## config.mk

```make
export PLATFORM = sky130hd
export DESIGN_NAME = ifetch_unit_flat
export DESIGN_NICKNAME = d
export VERILOG_FILES = /design/src/rtl/ifetch_pkg.sv /design/src/rtl/ifetch_if.sv /design/src/rtl/ifetch_fifo.sv /design/src/rtl/ifetch_unit.sv /design/src/flat_wrapper.sv
export SDC_FILE = /design/constraint.sdc
export NUM_CORES = 1
export LEC_CHECK = 0
export CAP_MARGIN = 20
export CORE_MARGIN = 4
export CORE_UTILIZATION = 51
export CTS_BUF_LIST = sky130_fd_sc_hd__clkbuf_4
export CTS_CLUSTER_SIZE = 28
export DETAILED_ROUTE_END_ITERATION = 8
export PLACE_DENSITY = 0.81
export SLEW_MARGIN = 5
export SYNTH_ARGS = -nofsm -noshare
export SYNTH_HDL_FRONTEND = slang
export SYNTH_SLANG_ARGS = --single-unit
```

## constraint.sdc

```tcl
create_clock -name clk -period 2.6 [get_ports clk]
set_clock_uncertainty 0.15 [all_clocks]
set_input_delay 0.26 -clock clk [delete_from_list [all_inputs] [get_ports clk]]
set_output_delay 0.26 -clock clk [all_outputs]
set_load 0.01 [all_outputs]
```

## src/rtl/ifetch_pkg.sv

```systemverilog
// Shared types and constants for the instruction-fetch unit.
// Provides fetch_entry_t {pc, inst} and the HALT opcode pattern.
package ifetch_pkg;

  localparam int INST_WIDTH = 16;
  localparam int PC_WIDTH = 16;
  localparam int PC_INCR = 2;
  localparam logic [4:0] HALT_OPCODE = 5'b00000;

  typedef struct packed {
    logic [PC_WIDTH-1:0]   pc;
    logic [INST_WIDTH-1:0] inst;
  } fetch_entry_t;

  function automatic logic is_halt(
    input logic [INST_WIDTH-1:0] w
  );
    return w[15:11] == HALT_OPCODE;
  endfunction

endpackage

```

## src/rtl/ifetch_if.sv

```systemverilog
// Fetch bus bundle: instruction memory port plus decode valid/ready.
// master = fetch unit side, slave = memory/decode side.
interface ifetch_if #(
  parameter int ADDR_WIDTH = 16
);
  import ifetch_pkg::*;

  logic [ADDR_WIDTH-1:0] mem_addr;
  logic                  mem_enable;
  logic                  mem_wr;
  logic [INST_WIDTH-1:0] mem_rdata;
  logic                  inst_valid;
  logic                  inst_ready;
  logic [INST_WIDTH-1:0] inst;
  logic [ADDR_WIDTH-1:0] inst_pc;

  modport master (
    output mem_addr, mem_enable, mem_wr,
    output inst_valid, inst, inst_pc,
    input  mem_rdata, inst_ready
  );

  modport slave (
    input  mem_addr, mem_enable, mem_wr,
    input  inst_valid, inst, inst_pc,
    output mem_rdata, inst_ready
  );

endinterface

```

## src/rtl/ifetch_fifo.sv

```systemverilog
// Prefetch FIFO: push/pop/flush, count and head (flush beats push/pop).
// Ports: clk, rst, push_i, data_i, pop_i, flush_i, count_o, head_o.
module ifetch_fifo
  import ifetch_pkg::*;
#(
  parameter int  DEPTH = 4,
  parameter type entry_t = fetch_entry_t,
  localparam int PW = $clog2(DEPTH),
  localparam int CW = $clog2(DEPTH) + 1
) (
  input  logic          clk,
  input  logic          rst,
  input  logic          push_i,
  input  entry_t        data_i,
  input  logic          pop_i,
  input  logic          flush_i,
  output logic [CW-1:0] count_o,
  output entry_t        head_o
);

  entry_t        mem_q [DEPTH];
  logic [PW-1:0] wr_q, wr_d;
  logic [PW-1:0] rd_q, rd_d;
  logic [CW-1:0] cnt_q, cnt_d;
  logic          push_ok;
  logic          pop_ok;

  // Pop on empty is ignored; push at full only
  // succeeds alongside a pop.
  always_comb begin
    pop_ok  = pop_i & (cnt_q != '0);
    push_ok = push_i &
      ((cnt_q < CW'(DEPTH)) | pop_ok);
    wr_d  = wr_q;
    rd_d  = rd_q;
    cnt_d = cnt_q;
    if (flush_i) begin
      wr_d  = '0;
      rd_d  = '0;
      cnt_d = '0;
    end else begin
      if (push_ok) wr_d = wr_q + PW'(1);
      if (pop_ok)  rd_d = rd_q + PW'(1);
      cnt_d = cnt_q + CW'(push_ok)
                    - CW'(pop_ok);
    end
  end

  always_ff @(posedge clk) begin
    if (rst) begin
      wr_q  <= '0;
      rd_q  <= '0;
      cnt_q <= '0;
    end else begin
      wr_q  <= wr_d;
      rd_q  <= rd_d;
      cnt_q <= cnt_d;
    end
  end

  always_ff @(posedge clk) begin
    if (!flush_i && push_ok)
      mem_q[wr_q] <= data_i;
  end

  assign count_o = cnt_q;
  assign head_o  = mem_q[rd_q];

endmodule

```

## src/rtl/ifetch_unit.sv

```systemverilog
// Instruction fetch: PC, one aligned read/cycle, prefetch FIFO, redirect.
// Ports: clk, rst, fetch_en, redirect_valid/pc, halted, bus (ifetch_if.master).
// Optional HALT detection enabled by macro IFETCH_HALT_DETECT_EN.
module ifetch_unit
  import ifetch_pkg::*;
#(
  parameter int ADDR_WIDTH = 16,
  parameter int FIFO_DEPTH = 4,
  parameter logic [ADDR_WIDTH-1:0] RESET_PC = '0
) (
  input  logic                  clk,
  input  logic                  rst,
  input  logic                  fetch_en,
  input  logic                  redirect_valid,
  input  logic [ADDR_WIDTH-1:0] redirect_pc,
  output logic                  halted,
  ifetch_if.master              bus
);

  localparam int CW = $clog2(FIFO_DEPTH) + 1;

  typedef struct packed {
    logic [ADDR_WIDTH-1:0] pc;
    logic [INST_WIDTH-1:0] inst;
  } entry_t;

  logic [ADDR_WIDTH-1:0] pc_q, pc_d;
  logic [CW-1:0]         count;
  entry_t                head;
  entry_t                push_data;
  logic                  inst_valid;
  logic                  pop;
  logic                  fetch;
  logic                  halted_q;
  logic                  unused_pc0;

  assign unused_pc0 = redirect_pc[0];

  assign inst_valid = (count != '0);
  assign pop = inst_valid & bus.inst_ready;

  // A pop frees a slot in the same cycle,
  // so a full FIFO still sustains 1/cycle.
  always_comb begin
    fetch = !rst & fetch_en & !redirect_valid
          & !halted_q
          & ((count < CW'(FIFO_DEPTH)) | pop);
    push_data.pc   = pc_q;
    push_data.inst = bus.mem_rdata;
    pc_d = pc_q;
    if (redirect_valid)
      pc_d = {redirect_pc[ADDR_WIDTH-1:1], 1'b0};
    else if (fetch)
      pc_d = pc_q + ADDR_WIDTH'(PC_INCR);
  end

  always_ff @(posedge clk) begin
    if (rst) pc_q <= RESET_PC;
    else     pc_q <= pc_d;
  end

`ifdef IFETCH_HALT_DETECT_EN
  always_ff @(posedge clk) begin
    if (rst)
      halted_q <= 1'b0;
    else if (redirect_valid)
      halted_q <= 1'b0;
    else if (fetch && is_halt(bus.mem_rdata))
      halted_q <= 1'b1;
  end
`else
  assign halted_q = 1'b0;
`endif

  ifetch_fifo #(
    .DEPTH   (FIFO_DEPTH),
    .entry_t (entry_t)
  ) u_fifo (
    .clk     (clk),
    .rst     (rst),
    .push_i  (fetch),
    .data_i  (push_data),
    .pop_i   (pop),
    .flush_i (redirect_valid),
    .count_o (count),
    .head_o  (head)
  );

  assign halted         = halted_q;
  assign bus.mem_addr   = pc_q;
  assign bus.mem_enable = fetch;
  assign bus.mem_wr     = 1'b0;
  assign bus.inst_valid = inst_valid;
  assign bus.inst    = inst_valid ? head.inst : '0;
  assign bus.inst_pc = inst_valid ? head.pc : '0;

endmodule

```

## src/flat_wrapper.sv

```systemverilog
// flat-port wrapper written by rule: the top's interface ports become plain ports
module ifetch_unit_flat import ifetch_pkg::*;
#(
  parameter int ADDR_WIDTH = 16,
  parameter int FIFO_DEPTH = 4,
  parameter logic [ADDR_WIDTH-1:0] RESET_PC = '0
)
  (clk, rst, fetch_en, redirect_valid, redirect_pc, halted, bus_mem_addr, bus_mem_enable, bus_mem_wr, bus_inst_valid, bus_inst, bus_inst_pc, bus_mem_rdata, bus_inst_ready);
  ifetch_if #(.ADDR_WIDTH(ADDR_WIDTH)) bus_i ();
  input  logic clk;
  input  logic rst;
  input  logic fetch_en;
  input  logic redirect_valid;
  input  logic [ADDR_WIDTH-1:0] redirect_pc;
  output logic halted;
  output wire logic [$bits(bus_i.mem_addr)-1:0] bus_mem_addr;
  output wire logic [$bits(bus_i.mem_enable)-1:0] bus_mem_enable;
  output wire logic [$bits(bus_i.mem_wr)-1:0] bus_mem_wr;
  output wire logic [$bits(bus_i.inst_valid)-1:0] bus_inst_valid;
  output wire logic [$bits(bus_i.inst)-1:0] bus_inst;
  output wire logic [$bits(bus_i.inst_pc)-1:0] bus_inst_pc;
  input wire logic [$bits(bus_i.mem_rdata)-1:0] bus_mem_rdata;
  input wire logic [$bits(bus_i.inst_ready)-1:0] bus_inst_ready;
  assign bus_mem_addr = bus_i.mem_addr;
  assign bus_mem_enable = bus_i.mem_enable;
  assign bus_mem_wr = bus_i.mem_wr;
  assign bus_inst_valid = bus_i.inst_valid;
  assign bus_inst = bus_i.inst;
  assign bus_inst_pc = bus_i.inst_pc;
  assign bus_i.mem_rdata = bus_mem_rdata;
  assign bus_i.inst_ready = bus_inst_ready;
  ifetch_unit #(.ADDR_WIDTH(ADDR_WIDTH), .FIFO_DEPTH(FIFO_DEPTH), .RESET_PC(RESET_PC)) u_core (.clk(clk), .rst(rst), .fetch_en(fetch_en), .redirect_valid(redirect_valid), .redirect_pc(redirect_pc), .halted(halted), .bus(bus_i));
endmodule
```

==> run_results.csv <==
group,metric,value,unit
yosys,ys_async_sr_fraction,0,
yosys,ys.flop_type,"edfxtp_1",
global_route,grt_max_degree,34,
clock_network,numCtsBuffers,17,
place,place_area,0.00714,mm2
sta,period_needed,2490,ps
worst_setup_path,cp.arrival,2080,ps
yosys,ys_ff_latch,148,
floorplan,start_util,0.524,
sta,tightest_slew,691,ps
floorplan,fp.dieArea,0.0136,mm2
worst_setup_path,r2r_slack,120,ps
clock_network,clk_pin_slew,110,ps
route,avgViaCountPerCell,5.54,
clock_network,root_buffer,"clkbuf_4",
job,maxCapViolations,0,
sta,max-slew-margin-rel,0.537,
sta,slew_violations,0,
worst_setup_path,cpPeakStageDelay,480,ps
worst_setup_path,crit_path_end_kind,"primary output",
power,combPwrFrac,0.075,
clock_network,htree_levels,4,
power,p_int,3.67,mW
power,power_switching_share,0.212,
global_route,grt_overflow,0,
layout,ff_latch_area,0.00421,mm2
floorplan,num_io_pins,89,
floorplan,core,0.0115,mm2
yosys,syn_area,0.00603,mm2
clock_network,clk-insertion-delay-late,510,ps
route,wl_met3,702,um
place,io_buffers,83,
route,dr.max_layer_used,"met4",
outcome,status,"finished clean",
yosys,ys_types,40,
layout,multi_input_area,0.00171,mm2
layout,antennaDiodeCount,0,
sta,hold_violations,0,
place,gp_congestion,0.770,
global_route,grt_pass1_vias,3536,
worst_setup_path,critPathLaunchType,"flop",
sta,period_share,0.959,
global_route,grt_antenna_before_repair,0,
floorplan,die_height,117,um
route,num_vias,3377,
yosys,syn_area_per_cell,17.1,um2
power,switchingPower,0.988,mW
global_route,grt_pass1_wl,18800,um
yosys,ys_seq_area_frac,0.697,
route,drtIter0Drc,202,
global_route,globalRouteTotalUtil,0.188,
yosys,synth-edff-count,124,
floorplan,die_w,117,um
power,power.density,616,mW/mm2
worst_setup_path,crit_chain,"clkbuf_16 > mux4_2 > and2_1 > dlygate4sd2_1",
worst_setup_path,cp.required,2190,ps
layout,area_growth,25.4,%
min_path,hp-class,"in -> reg",
route,wl_met1,5200,um
worst_setup_path,crit_fanout,7,
layout,fin_nets,499,
worst_setup_path,critical_path_class,"reg -> out",
yosys,ys_warn_count,0,
place,place_hpwl,7240,um
route,route.detailed.drc,0,
layout,drive_gt1_frac,0.206,
power,pwr-share-clk,0.353,
layout,final_cell_mix,"edfxtp_1, clkdlybuf4s50_1, and2_1, mux4_2, clkdlybuf4s15_1",
route,firstDrtPassIters,5,
layout,finalInstanceArea,0.00756,mm2
route,postRouteAntennaNets,0,
sta,timing.fmax,401,MHz
power,ir_worst_vdd,0.000252,V
route,wl,12100,um
power,power_leakage,2.54,nW
route,wl_met2,6050,um
power,power_frac_seq,0.572,
route,wl_per_cell,19.8,um
yosys,syn-instance-count,352,
layout,nFillCells,795,
worst_setup_path,slowest_stage,"mux4_2",
clock_network,cts_tree,"built",
sta,setup_violations,0,
power,p_total,4.66,mW
floorplan,rows,39,
clock_network,clockBufferDepth,2,
clock_network,holdBufCountCts,0,
clock_network,cts.sinks,148,
layout,layout_commonest_cell,"edfxtp_1",
-- state kept, by name, summed over array words and instances, names as in the netlist, named ones only --
register,cells
u_core.bus.mem_addr,15
u_core.u_fifo.rd_q,2
u_core.u_fifo.mem_q,124
u_core.u_fifo.count_o,3
u_core.u_fifo.wr_q,2
-- cells by family (layout without fill, tap and decap cells) --
logic type	after synthesis	count (layout)	share of synthesized area
other cells	1	4	0.000621
simple gates	95	95	0.0956
fa+ha+maj	8	8	0.0178
buf+inv	31	143	0.0238
compound gates	25	25	0.0309
xor+xnor	13	13	0.0189
mux	31	31	0.116
flops	148	148	0.697
-- Yosys cell counts (6+ instances only) --
library cell	number	share of area
edfxtp_1	124	0.62
xor2_1	7	0.010
inv_1	9	0.0056
clkbuf_1	11	0.0068
nand3_1	7	0.0058
nand2_1	8	0.0050
dfxtp_1	24	0.080
mux4_2	31	0.12
a211oi_1	7	0.0087
xnor2_1	6	0.0087
and2_1	40	0.041
ha_1	7	0.015
nand4_1	6	0.0062
nor2_1	17	0.011
-- stage by stage --
stage | instances | worst slack (ps) | TNS [ps] | utilization | hold slack, ps
finish | 610 | 106 | 0 | 0.657 | 167
global route | 610 | -0.333 | -0.333 | 0.657 | 90.2
CTS | 608 | 10.7 | 0 | 0.651 | 108
detailed placement | 574 | 19.7 | 0 | 0.620 | 347
global placement | 574 | 125 | 0 | 0.620 | 329
floorplan | 355 | 158 | 0 | - | 209
-- cell type report --
cell class | count | area share
multi-input combinational | 176 | 0.225
sequential | 148 | 0.556
inverter | 10 | 0.00496
timing repair buffer | 101 | 0.144
clock inverter | 14 | 0.0275
clock buffer | 18 | 0.0179
tap | 143 | 0.0237
-- repair_timing --
| action | in CTS | in global routing |
|---|---|---|
| setup buffers | 0 | 1 |
| endpoints found under the setup margin | 31 | 21 |
| cloned | 2 | 1 |
| pin swaps | 0 | 0 |
| resized for setup | 34 | 29 |
-- worst paths after layout --
kind                                                from                        to  cells past startpoint
worst max register to register  u_core.u_fifo.count_o[2]  u_core.u_fifo.count_o[2]                      9
worst min-delay path                      redirect_pc[1]    u_core.bus.mem_addr[1]                      3
worst min register to register     u_core.u_fifo.wr_q[1]     u_core.u_fifo.wr_q[1]                      2
worst max-delay path                                flop            bus_inst_pc[3]                      4
-- power by group through the flow --
stage	combinational, mW	sequential, mW	clock (mW)
detailed placement	0.358	2.72	0
global placement	0.350	2.71	0
CTS	0.346	2.66	1.68
finish	0.351	2.66	1.65
global route	0.382	2.67	1.80
floorplan	0.157	2.71	0
-- routing by layer --
metal,GRT usage,vias up
li1,-,1567
met1,0.243,1685
met2,0.310,114
met3,0.0540,11
met4,0.0650,0
met5,0,-
-- worst max-delay path: cells and delay by family, from the launching register on --
kind | cells | cell delay (ps)
buffers and inverters | 2 | 470
AND/OR/NAND/NOR | 1 | 160
flip-flops | 1 | 460
multiplexers | 1 | 480
(Power assumes the default switching activity.)
